### src/rtl/anton_neopixel_bus_host.sv
// Byte-stream bus initiator for the NeoPixel register block.
// Ports: busClk/busReset, cmd byte stream in, rsp byte stream out,
// busAddr/busDataIn/busWrite/busRead/busDataOut/busReady, busy.
module anton_neopixel_bus_host #(
  parameter logic [7:0]  ACK_BYTE      = 8'h5A,
  parameter logic [7:0]  ERR_BYTE      = 8'hEE,
  parameter int unsigned READY_TIMEOUT = 255
) (
  input  logic        busClk,
  input  logic        busReset,
  input  logic [7:0]  cmdData,
  input  logic        cmdValid,
  output logic        cmdReady,
  output logic [7:0]  rspData,
  output logic        rspValid,
  input  logic        rspReady,
  output logic [17:0] busAddr,
  output logic [7:0]  busDataIn,
  output logic        busWrite,
  output logic        busRead,
  input  logic [7:0]  busDataOut,
  input  logic        busReady,
  output logic        busy
);

  typedef enum logic [3:0] {
    S_IDLE,
    S_ADDR_H,
    S_ADDR_L,
    S_LEN,
    S_WR_DATA,
    S_WR_ISSUE,
    S_RD_ISSUE,
    S_RD_WAIT,
    S_RD_PUSH,
    S_STATUS
  } state_e;

  localparam logic [15:0] TMO_LAST = 16'(READY_TIMEOUT - 1);

  state_e      state_q, state_d;
  logic        rd_op_q, rd_op_d;
  logic        inc_q, inc_d;
  logic [17:0] addr_q, addr_d;
  logic [7:0]  data_q, data_d;
  logic [7:0]  rem_q, rem_d;
  logic [15:0] tmo_q, tmo_d;
  logic        first_q, first_d;
  logic        wr_q, wr_d;
  logic        rd_q, rd_d;
  logic [7:0]  rsp_q, rsp_d;
  logic        rspv_q, rspv_d;
  logic        busy_q, busy_d;

  logic        accept;
  logic        hs;
  logic [17:0] addr_nx;

  assign accept = (state_q == S_IDLE)   ||
                  (state_q == S_ADDR_H) ||
                  (state_q == S_ADDR_L) ||
                  (state_q == S_LEN)    ||
                  (state_q == S_WR_DATA);
  assign cmdReady = accept & ~busReset;
  assign hs       = cmdValid & cmdReady;

  // Region bits never move; offset wraps within 64K.
  assign addr_nx = inc_q ?
    {addr_q[17:16], addr_q[15:0] + 16'd1} : addr_q;

  always_comb begin
    state_d = state_q;
    rd_op_d = rd_op_q;
    inc_d   = inc_q;
    addr_d  = addr_q;
    data_d  = data_q;
    rem_d   = rem_q;
    tmo_d   = tmo_q;
    first_d = first_q;
    wr_d    = 1'b0;
    rd_d    = 1'b0;
    rsp_d   = rsp_q;
    rspv_d  = rspv_q;
    unique case (state_q)
      S_IDLE: begin
        if (hs) begin
          rd_op_d = cmdData[7];
          inc_d   = cmdData[6];
          if (|cmdData[5:2]) begin
            rsp_d   = ERR_BYTE;
            rspv_d  = 1'b1;
            state_d = S_STATUS;
          end else begin
            addr_d[17:16] = cmdData[1:0];
            state_d       = S_ADDR_H;
          end
        end
      end
      S_ADDR_H: begin
        if (hs) begin
          addr_d[15:8] = cmdData;
          state_d      = S_ADDR_L;
        end
      end
      S_ADDR_L: begin
        if (hs) begin
          addr_d[7:0] = cmdData;
          state_d     = S_LEN;
        end
      end
      S_LEN: begin
        if (hs) begin
          rem_d   = cmdData;
          first_d = 1'b1;
          tmo_d   = '0;
          state_d = rd_op_q ? S_RD_ISSUE : S_WR_DATA;
        end
      end
      S_WR_DATA: begin
        // The previous write's address advance is applied here so
        // address and data hold through the cycle after the strobe.
        if (hs) begin
          data_d  = cmdData;
          first_d = 1'b0;
          if (!first_q) addr_d = addr_nx;
          tmo_d   = '0;
          wr_d    = busReady;
          state_d = S_WR_ISSUE;
        end
      end
      S_WR_ISSUE: begin
        if (wr_q) begin
          if (rem_q == 8'd0) begin
            rsp_d   = ACK_BYTE;
            rspv_d  = 1'b1;
            state_d = S_STATUS;
          end else begin
            rem_d   = rem_q - 8'd1;
            state_d = S_WR_DATA;
          end
        end else if (busReady) begin
          wr_d = 1'b1;
        end else if (tmo_q == TMO_LAST) begin
          rsp_d   = ERR_BYTE;
          rspv_d  = 1'b1;
          state_d = S_STATUS;
        end else begin
          tmo_d = tmo_q + 16'd1;
        end
      end
      S_RD_ISSUE: begin
        if (busReady) begin
          rd_d    = 1'b1;
          tmo_d   = '0;
          state_d = S_RD_WAIT;
        end else if (tmo_q == TMO_LAST) begin
          rsp_d   = ERR_BYTE;
          rspv_d  = 1'b1;
          state_d = S_STATUS;
        end else begin
          tmo_d = tmo_q + 16'd1;
        end
      end
      S_RD_WAIT: begin
        // The edge ending the strobe cycle is never a capture edge.
        if (rd_q) begin
          tmo_d = '0;
        end else if (busReady) begin
          rsp_d   = busDataOut;
          rspv_d  = 1'b1;
          state_d = S_RD_PUSH;
        end else if (tmo_q == TMO_LAST) begin
          rsp_d   = ERR_BYTE;
          rspv_d  = 1'b1;
          state_d = S_STATUS;
        end else begin
          tmo_d = tmo_q + 16'd1;
        end
      end
      S_RD_PUSH: begin
        if (rspReady) begin
          rspv_d = 1'b0;
          addr_d = addr_nx;
          if (rem_q == 8'd0) begin
            state_d = S_IDLE;
          end else begin
            rem_d   = rem_q - 8'd1;
            tmo_d   = '0;
            state_d = S_RD_ISSUE;
          end
        end
      end
      S_STATUS: begin
        if (rspReady) begin
          rspv_d  = 1'b0;
          state_d = S_IDLE;
        end
      end
      default: state_d = S_IDLE;
    endcase
    busy_d = (state_d != S_IDLE);
  end

  always_ff @(posedge busClk) begin
    if (busReset) begin
      state_q <= S_IDLE;
      rd_op_q <= 1'b0;
      inc_q   <= 1'b0;
      addr_q  <= '0;
      data_q  <= '0;
      rem_q   <= '0;
      tmo_q   <= '0;
      first_q <= 1'b0;
      wr_q    <= 1'b0;
      rd_q    <= 1'b0;
      rsp_q   <= '0;
      rspv_q  <= 1'b0;
      busy_q  <= 1'b0;
    end else begin
      state_q <= state_d;
      rd_op_q <= rd_op_d;
      inc_q   <= inc_d;
      addr_q  <= addr_d;
      data_q  <= data_d;
      rem_q   <= rem_d;
      tmo_q   <= tmo_d;
      first_q <= first_d;
      wr_q    <= wr_d;
      rd_q    <= rd_d;
      rsp_q   <= rsp_d;
      rspv_q  <= rspv_d;
      busy_q  <= busy_d;
    end
  end

  assign rspData   = rsp_q;
  assign rspValid  = rspv_q;
  assign busAddr   = addr_q;
  assign busDataIn = data_q;
  assign busWrite  = wr_q;
  assign busRead   = rd_q;
  assign busy      = busy_q;

endmodule

### config.mk
export PLATFORM = sky130hd
export DESIGN_NAME = anton_neopixel_bus_host
export DESIGN_NICKNAME = d
export VERILOG_FILES = /design/src/rtl/anton_neopixel_bus_host.sv
export SDC_FILE = /design/constraint.sdc
export NUM_CORES = 1
export LEC_CHECK = 0
export CAP_MARGIN = 20
export CORE_MARGIN = 4
export CORE_UTILIZATION = 58
export CTS_BUF_LIST = sky130_fd_sc_hd__clkbuf_4
export CTS_CLUSTER_SIZE = 25
export DETAILED_ROUTE_END_ITERATION = 8
export PLACE_DENSITY_LB_ADDON = 0.05
export SYNTH_ARGS = -nofsm -noshare
export SYNTH_HDL_FRONTEND = slang
export SYNTH_SLANG_ARGS = --single-unit
### constraint.sdc
create_clock -name busClk -period 3.25 [get_ports busClk]
set_clock_uncertainty 0.05 [all_clocks]
set_input_delay 0.4875 -clock busClk [delete_from_list [all_inputs] [get_ports busClk]]
set_output_delay 0.4875 -clock busClk [all_outputs]
set_load 0.01 [all_outputs]
Yosys cells after proc, flatten, opt, wreduce, memory -nomap -nowiden
Cells that the tools add are included.
{"block": "word_totals", "wordCells": 144, "latchBits": 0, "input_bits": 21, "romBits": 0, "ramBits": 0, "output_inout_bits": 39, "regBits": 69, "mem_count": 0}
{"block": "classes", "n_div": 0, "eq_ne": 26, "add_sub_neg": 3, "muxes": 67, "bitwise_logic": 4, "reduce_logical": 29, "n_lt_le_gt_ge": 0, "n_shift": 0, "n_mul": 0}
{"op": "16-bit 2-to-1 mux", "count": 9}
{"op": "8-bit 2-to-1 mux", "count": 12}
{"op": "16-bit one-hot mux with 5 select lines", "count": 1}
{"op": "8-bit one-hot mux with 3 select lines", "count": 3}
{"op": "4-bit 2-to-1 mux", "count": 15}
{"op": "18-bit 2-to-1 mux", "count": 3}
{"op": "4-bit one-hot mux with 10 select lines", "count": 1}
{"op": "16-bit by 1-bit adder with 16-bit output, second input constant", "count": 2}
{"op": "8-bit one-hot mux with 4 select lines", "count": 1}
{"op": "2-bit inequality test, second input constant", "count": 12}
{"op": "5-bit AND reduction", "count": 4}
{"op": "16-bit by 8-bit == test with 1-bit output, second input constant", "count": 1}
{"op": "4-bit by 3-bit == test with 1-bit output, second input constant", "count": 4}
{"op": "1-bit 2-to-1 mux", "count": 14}
{"op": "6-bit AND reduction", "count": 2}
{"op": "3-bit nonzero test", "count": 4}
{"op": "5-bit nonzero test", "count": 2}
{"op": "4-bit by 2-bit == test with 1-bit output, second input constant", "count": 2}
{"op": "4-bit == test, second input constant", "count": 2}
{"op": "8-bit zero test", "count": 1}
{"op": "4-bit nonzero test", "count": 2}
{"op": "8-bit by 1-bit subtractor with 8-bit output, second input constant", "count": 1}
{"op": "2-bit 2-to-1 mux", "count": 3}
{"op": "2-bit by 1-bit inequality test with 1-bit output, second input constant", "count": 3}
{"op": "16 further kinds", "count": 25}

Longest topological paths before layout
Gate-level depths: netlist of run 1.
{"block": "depth", "depth_word": 10, "ltp_mapped": 9, "ltp_nobuf": 7}

Worst setup path before layout of run 1
Ideal clock, no wire load.
{"block": "synth_path", "kind": "reg-to-reg", "startpoint": "reg rem_q[0]", "endpoint": "reg rsp_q[6], in the netlist rspData[6]", "path_buffers": 0, "t_arrival_ps": 2100, "synth_period_minus_slack_ps": 2246, "required_ps": 3105, "setup_time_ps": 95, "slack_ps": 1004, "stages_incl_launch_ff": 8, "cell_sequence": "dfxtp_1 inv_1 ha_1 nor3b_2 a2111oi_1 or4_4 a31o_1 a221oi_1"}
{"block": "synth_between", "elab_chain_len": 3}
{"element": "start: declaration", "line": "46", "rtl": "logic [7:0] rem_q, rem_d;"}
{"element": "start signal: assignment", "line": "225", "rtl": "rem_q <= rem_d;"}
{"element": "8-bit zero test", "line": "133", "rtl": "if (rem_q == 8'd0) begin"}
{"element": "3-bit inequality test (no line)"}
{"element": "5-bit AND reduction (no line)"}
{"element": "end signal: assignment", "line": "230", "rtl": "rsp_q <= rsp_d;"}
{"element": "end: declaration", "line": "51", "rtl": "logic [7:0] rsp_q, rsp_d;"}
Every way passes these cells.
A chain may end at the register's enable or synchronous reset.

Worst setup path after layout of run 1
{"block": "layout_path", "startpoint": "reg state_q[1]", "endpoint": "out cmdReady"}
{"block": "layout_between", "elab_chain_len": 6, "word_cells_on_any_way": 10, "cone_classes": "eq/ne: 4; bitwise: 1; reduce/logical: 5"}
{"element": "start: declaration", "line": "41", "rtl": "state_e state_q, state_d;"}
{"element": "start signal: assignment", "line": "220", "rtl": "state_q <= state_d;"}
{"element": "4-bit by 1-bit == test with 1-bit output or 4-bit zero test (tied branches)", "line": "60, 59"}
{"element": "1-bit logical OR", "line": "59", "rtl": "assign accept = (state_q == S_IDLE) ||"}
{"element": "1-bit logical OR", "line": "60", "rtl": "(state_q == S_ADDR_H) ||"}
{"element": "1-bit logical OR", "line": "61", "rtl": "(state_q == S_ADDR_L) ||"}
{"element": "1-bit logical OR (*)", "line": "62", "rtl": "(state_q == S_LEN) ||"}
{"element": "1-bit AND (*)", "line": "64", "rtl": "assign cmdReady = accept & ~busReset;"}
{"element": "end: declaration", "line": "13", "rtl": "output logic cmdReady,"}
Mark *: on every way between the ends. The rest lies on a longest branch, timed or not.

==> flow_metrics.tcl, run 1 <==
set metrics [dict create \
    numPortBuffers 59 \
    grt_max_degree 38 \
    grt_pass1_wl_um 23100 \
    leakage_nw 1.93 \
    timing.max_slew.rel_slack_pct 29.7 \
    grt-ovfl-total 0 \
    clkLatencyLatePin_ps 440 \
    whs_path_depth 2 \
    power_density_nw_per_um2 338 \
    ys_ff_latch 69 \
    ir_drop_v 0.000215 \
    worstRegToRegCells 8 \
    crit_path_end_kind "output port" \
    synth_cell_types 77 \
    stdcell_count 733 \
    required_ps 2710 \
    synth_cells 581 \
    hold_viol 0 \
    setup_viol 0 \
    antenna_found_initial 0 \
    drc 0 \
    rr_endpoint "tmo_q[2]" \
    dpl_worst_slack_ps 444 \
    slew_viol_final 0 \
    cts_buffers 9 \
    ys_seq_area_share_pct 30.2 \
    layout.nets 651 \
    grt_pass1_vias 4753 \
    vias 5061 \
    critPathLaunchType "flop" \
    async_flop_share_pct 0 \
    holdBufCountCts 0 \
    r2r_start "rem_q[0]" \
    ff2ff_setup_slack_ps 570 \
    cts_tree "built" \
    io_pins 60 \
    dp_cells 717 \
    maxCapViolCount 0 \
    antennaDiodeCount 0 \
    syn_avg_cell_area_um2 7.88 \
    drive_gt1_share_pct 8.56 \
    place_area_um2 5250 \
    crit_type "reg2out" \
    cts_num_sinks 69 \
    synth_ff_type "dfxtp_1" \
    final_area_um2 5380 \
    core_area_um2 7690 \
    wirelength_um 14000 \
    ys.warnings.count 0 \
    cts_buffer_depth 2 \
    fmax_mhz 339 \
    netlist_area_um2 4580 \
    clkSlewWorstSetupHoldPaths_ps 130 \
    timing.final.crit_share_pct 90.8 \
    crit_fanout 19 \
    rsz0062_at_grt "no" \
    final_common_cell "dfxtp_1" \
    area_growth_pct 17.5 \
    die_x_um 96.9 \
    rows 32 \
    status "finished, final reports clean" \
    cts_max_level 3 \
    grt.total_usage_pct 29.2 \
    syn-num-nets 606 \
    finalSetupTns_ps 0 \
    viasPerCell 6.90 \
    drt_iter0_drc 562 \
    fin_ws_ps 300 \
    critPathArrivalTime_ps 2410 \
    hold_path_class "in2reg" \
    place.gp.congestion 0.973 \
    min_to "rspData[0]" \
    layout_common_cells "dfxtp_1 (69), clkdlybuf4s50_1 (58), nor2_1 (44)" \
    min_period_ps 2950 \
    synth_edf_count 0 \
    post-cts-setup-buffer-count 0 \
    post_drt_wl_per_cell_um 19.0 \
    die_height_um 96.9 \
    cts-root-buf "clkbuf_4" \
    drtAntennaViolNets 0 \
    worstMarginPinSlew_ps 1050 \
    cts_resized 0 \
    min_from "busReset" \
    n_fill_cell 651 \
    place_hpwl_um 9770 \
    die_area_um2 9380 \
    start_util_pct 59.6 \
    first_pass_iters 6 \
]
final cells by class:
type	count	area [µm²]	share of cell area, %
Clock buffer	9	67.6	1.25
Clock inverter	7	65.1	1.21
Inverter	18	67.6	1.25
Multi-Input combinational cell	450	2930	54.5
Sequential cell	69	1380	25.7
Tap cell	102	128	2.37
Timing Repair Buffer	78	741	13.8
through the flow:
stage	hold slack, ps	util [%]	power, mW
after global placement	428	68.3	1.26
after global routing	422	70.0	1.91
after CTS	417	70.0	1.82
after detailed placement	430	68.3	1.26
after floorplan	414	-	1.13
final	418	70.0	1.82
power breakdown:
| group | leakage [nW] | total (mW) | switching, mW | internal (mW) |
|---|---|---|---|---|
| clock | 0.0651 | 0.566 | 0.337 | 0.229 |
| combinational | 1.31 | 0.361 | 0.208 | 0.154 |
| sequential | 0.558 | 0.892 | 0.0236 | 0.869 |
cells in the mapped netlist, types with 5 or more instances:
| master | n | area (µm²) |
|---|---|---|
| a21o_1 | 11 | 82.6 |
| a31oi_1 | 18 | 113 |
| buf_2 | 14 | 70.1 |
| nand3b_1 | 8 | 60.1 |
| inv_1 | 16 | 60.1 |
| nand2b_1 | 5 | 31.3 |
| or2_2 | 5 | 31.3 |
| o31ai_1 | 16 | 120 |
| nor4_1 | 5 | 31.3 |
| nand2_1 | 33 | 124 |
| nor3_1 | 16 | 80.1 |
| nor2b_1 | 6 | 37.5 |
| o21ai_0 | 33 | 165 |
| a211o_1 | 5 | 43.8 |
| and4_1 | 7 | 61.3 |
| nand4_1 | 9 | 56.3 |
| o211ai_1 | 9 | 67.6 |
| a211oi_1 | 12 | 90.1 |
| mux2i_1 | 12 | 120 |
| and3_1 | 11 | 68.8 |
| a41oi_1 | 5 | 43.8 |
| dfxtp_1 | 69 | 1380 |
| clkbuf_1 | 27 | 101 |
| or4_1 | 9 | 67.6 |
| and2_1 | 11 | 68.8 |
| a22o_1 | 5 | 43.8 |
| nand4b_1 | 5 | 43.8 |
| nand3_1 | 21 | 105 |
| o2bb2ai_1 | 5 | 43.8 |
| nor2_1 | 44 | 165 |
| a21oi_1 | 42 | 210 |
sequential cells by signal (all words and copies together) (netlist names):
signal     count
first_q        1
rd_op_q        1
busRead        1
rem_q          8
rspValid       1
busy           1
busWrite       1
busAddr       18
rspData        8
tmo_q         16
inc_q          1
state_q        4
busDataIn      8
cells by family after synthesis:
group / count (synthesis) / synth area share [%]
mux: 12 / 2.62
buf+inv: 62 / 5.79
fa+ha+maj: 4 / 1.09
flops: 69 / 30.2
simple gates: 218 / 27.4
compound gates: 215 / 32.7
xor+xnor: 1 / 0.191
per-layer routing:
metal | vias up | GRT usage (%) | routed length, µm
li1 | 2342 | - | -
met1 | 2359 | 38.8 | 5880
met2 | 310 | 46.2 | 6440
met3 | 50 | 5.41 | 1210
met4 | 0 | 12.4 | 431
met5 | - | 0 | 0
how the worst max path moves through the flow:
stage	from	to	slack, ps	cells after the start
after global routing	state_q[1]	cmdReady	170	4
final	state_q[1]	cmdReady	300	4
after floorplan	rem_q[0]	rspData[6]	1000	7
after detailed placement	cmdValid	busAddr[0]	440	6
after CTS	state_q[1]	cmdReady	330	4
after global placement	busReady	busy	510	7
critical path: stages, from the launching register on:
cell and delay, ps:
dfxtp_1 470, buf_4 270, or2_2 380, a211oi_1 270
clkdlybuf4s50_1 570
(Power assumes the default switching activity.)
==> run 2, diff against run 1 <==
TNS_END_PERCENT = 1   (was unset)
==> results of run 2 <==
Final layout, timing and power as in run 1 (identical DEF).
==> run 3, diff against run 2 <==
CORE_UTILIZATION = 65   (was 58)
DONT_BUFFER_PORTS = 1   (was unset)
==> run 3 against run 2 <==
  * Die area is 9.9% lower
  * Final area is 12% lower
  * Register-to-register slack better by 70 ps
  * Critical path depth is 1 higher
  * Clock power is 15% lower
  * Clock-buffer cell count is 3 higher
  * Global-route usage is 2.0 points higher
  * Combinational power is 27% lower
  * Total power is 9.6% lower
  * Hold slack worse by 360 ps
  * Final cell count is 9.7% lower
  * Highest routed layer unchanged
==> flow_metrics.tcl, run 3 (same netlist as run 1, synthesis figures left out) <==
set metrics [dict create \
    status "finished, final reports clean" \
    crit_chain "or4_1, nor4_2, o22ai_1, o31ai_1, o2111ai_1" \
    finalSetupTns_ps 0 \
    slowest_stage "nor4_2" \
    cts_buffers 9 \
    whs_path_depth 1 \
    timing.final.crit_share_pct 80.2 \
    drive_gt1_share_pct 8.66 \
    grt_max_degree 59 \
    cts_num_sinks 69 \
    timing.max_slew.rel_slack_pct 34.5 \
    critPathLaunchType "flop" \
    min_period_ps 2610 \
    setup_viol 0 \
    first_pass_iters 5 \
    ir_drop_v 0.000235 \
    setup.worst_path.start "tmo_q[11]" \
    core_area_um2 6830 \
    p_total_mw 1.65 \
    antenna_found_initial 0 \
    grt.total_usage_pct 31.2 \
    layout_common_cells "dfxtp_1 (69), nor2_1 (44), a21oi_1 (42)" \
    max_stage_delay_ps 680 \
    drt-met1-wl_um 5400 \
    routed-wl-met3_um 1180 \
    die_x_um 91.9 \
    place_hpwl_um 9360 \
    hold_viol 0 \
    drc 0 \
    grt_pass1_wl_um 21500 \
    fin_ws_ps 643 \
    cts_max_level 3 \
    cts-root-buf "clkbuf_4" \
    crit_type "reg2reg" \
    antennaDiodeCount 0 \
    worstRegToRegCells 5 \
    drt_iter0_drc 458 \
    rows 30 \
    post_drt_wl_per_cell_um 19.9 \
    area_growth_pct 2.87 \
    r2r_start "tmo_q[11]" \
    maxCapViolCount 0 \
    grt-ovfl-total 0 \
    route.met2.wl_um 6280 \
    drtAntennaViolNets 0 \
    final_common_cell "dfxtp_1" \
    worstMarginPinSlew_ps 982 \
    largest_register_ffs 18 \
    top_layer "met4" \
    n_fill_cell 598 \
    endpoint "busy" \
    vias 4691 \
    viasPerCell 7.09 \
    post-cts-setup-buffer-count 0 \
    rsz0062_at_grt "no" \
    power_density_nw_per_um2 349 \
    layout.nets 587 \
    cts_tree "built" \
    rr_endpoint "busy" \
    post-route-util_pct 69.0 \
    dpl_worst_slack_ps 724 \
    holdBufCountCts 0 \
    cts_buffer_depth 2 \
    clkSlewWorstSetupHoldPaths_ps 110 \
    numPortBuffers 0 \
    leakage_nw 1.69 \
    crit_path_end_kind "flop" \
    die_height_um 91.9 \
    wirelength_um 13200 \
    place.gp.congestion 0.922 \
    fmax_mhz 384 \
    grt_pass1_vias 4284 \
    start_util_pct 67.1 \
    io_pins 60 \
    die_area_um2 8450 \
    clkLatencyLatePin_ps 430 \
    cts_resized 0 \
    hold_path_class "in2reg" \
    critPathArrivalTime_ps 2850 \
    slew_viol_final 0 \
    ff2ff_setup_slack_ps 640 \
    crit_fanout 6 \
    required_ps 3500 \
]
run 3: critical path, delay by kind of cell (launching register included):
family / cells / cell delay [ps]
AND/OR/NAND/NOR: 2 / 1290
AO/OA/AOI/OAI: 3 / 760
flip-flops: 1 / 370
run 3: final cells by class:
type / count / area, µm² / share of cell area, %
multi-input combinational: 450 / 2930 / 62.3
sequential: 69 / 1380 / 29.3
tap: 96 / 120 / 2.55
timing repair buffer: 14 / 105 / 2.23
clock buffer: 12 / 90.1 / 1.91
inverter: 18 / 67.6 / 1.43
clock inverter: 3 / 13.8 / 0.292
run 3: power breakdown:
group          leakage, nW  internal, mW  switching, mW
combinational         1.07         0.102          0.163
clock               0.0646         0.175          0.304
sequential           0.558         0.868         0.0328
total                 1.69          1.15          0.500
run 3: per-layer routing:
| layer | track usage [%] | vias to the layer above |
|---|---|---|
| met5 | 0 | - |
| li1 | - | 2213 |
| met3 | 6.81 | 32 |
| met2 | 50.4 | 225 |
| met4 | 13.2 | 0 |
| met1 | 40.1 | 2221 |
run 3: stage by stage:
step           std cells  hold slack, ps  area (µm²)
3_3_place_gp         647             427        4610
6_report             662            62.5        4710
4_1_cts              662            52.6        4710
5_1_grt              662            47.5        4710
2_1_floorplan        581             414        4580
3_5_place_dp         647             444        4610
run 3: worst min path at each step:
stage	from	to	slack [ps]
floorplan	rd_op_q	rd_op_q	410
global placement	rem_q[1]	rem_q[1]	430
detailed placement	tmo_q[15]	tmo_q[15]	440
CTS	busReset	rspData[0]	50
global route	busReset	rem_q[6]	50
finish	busReset	rspData[0]	60
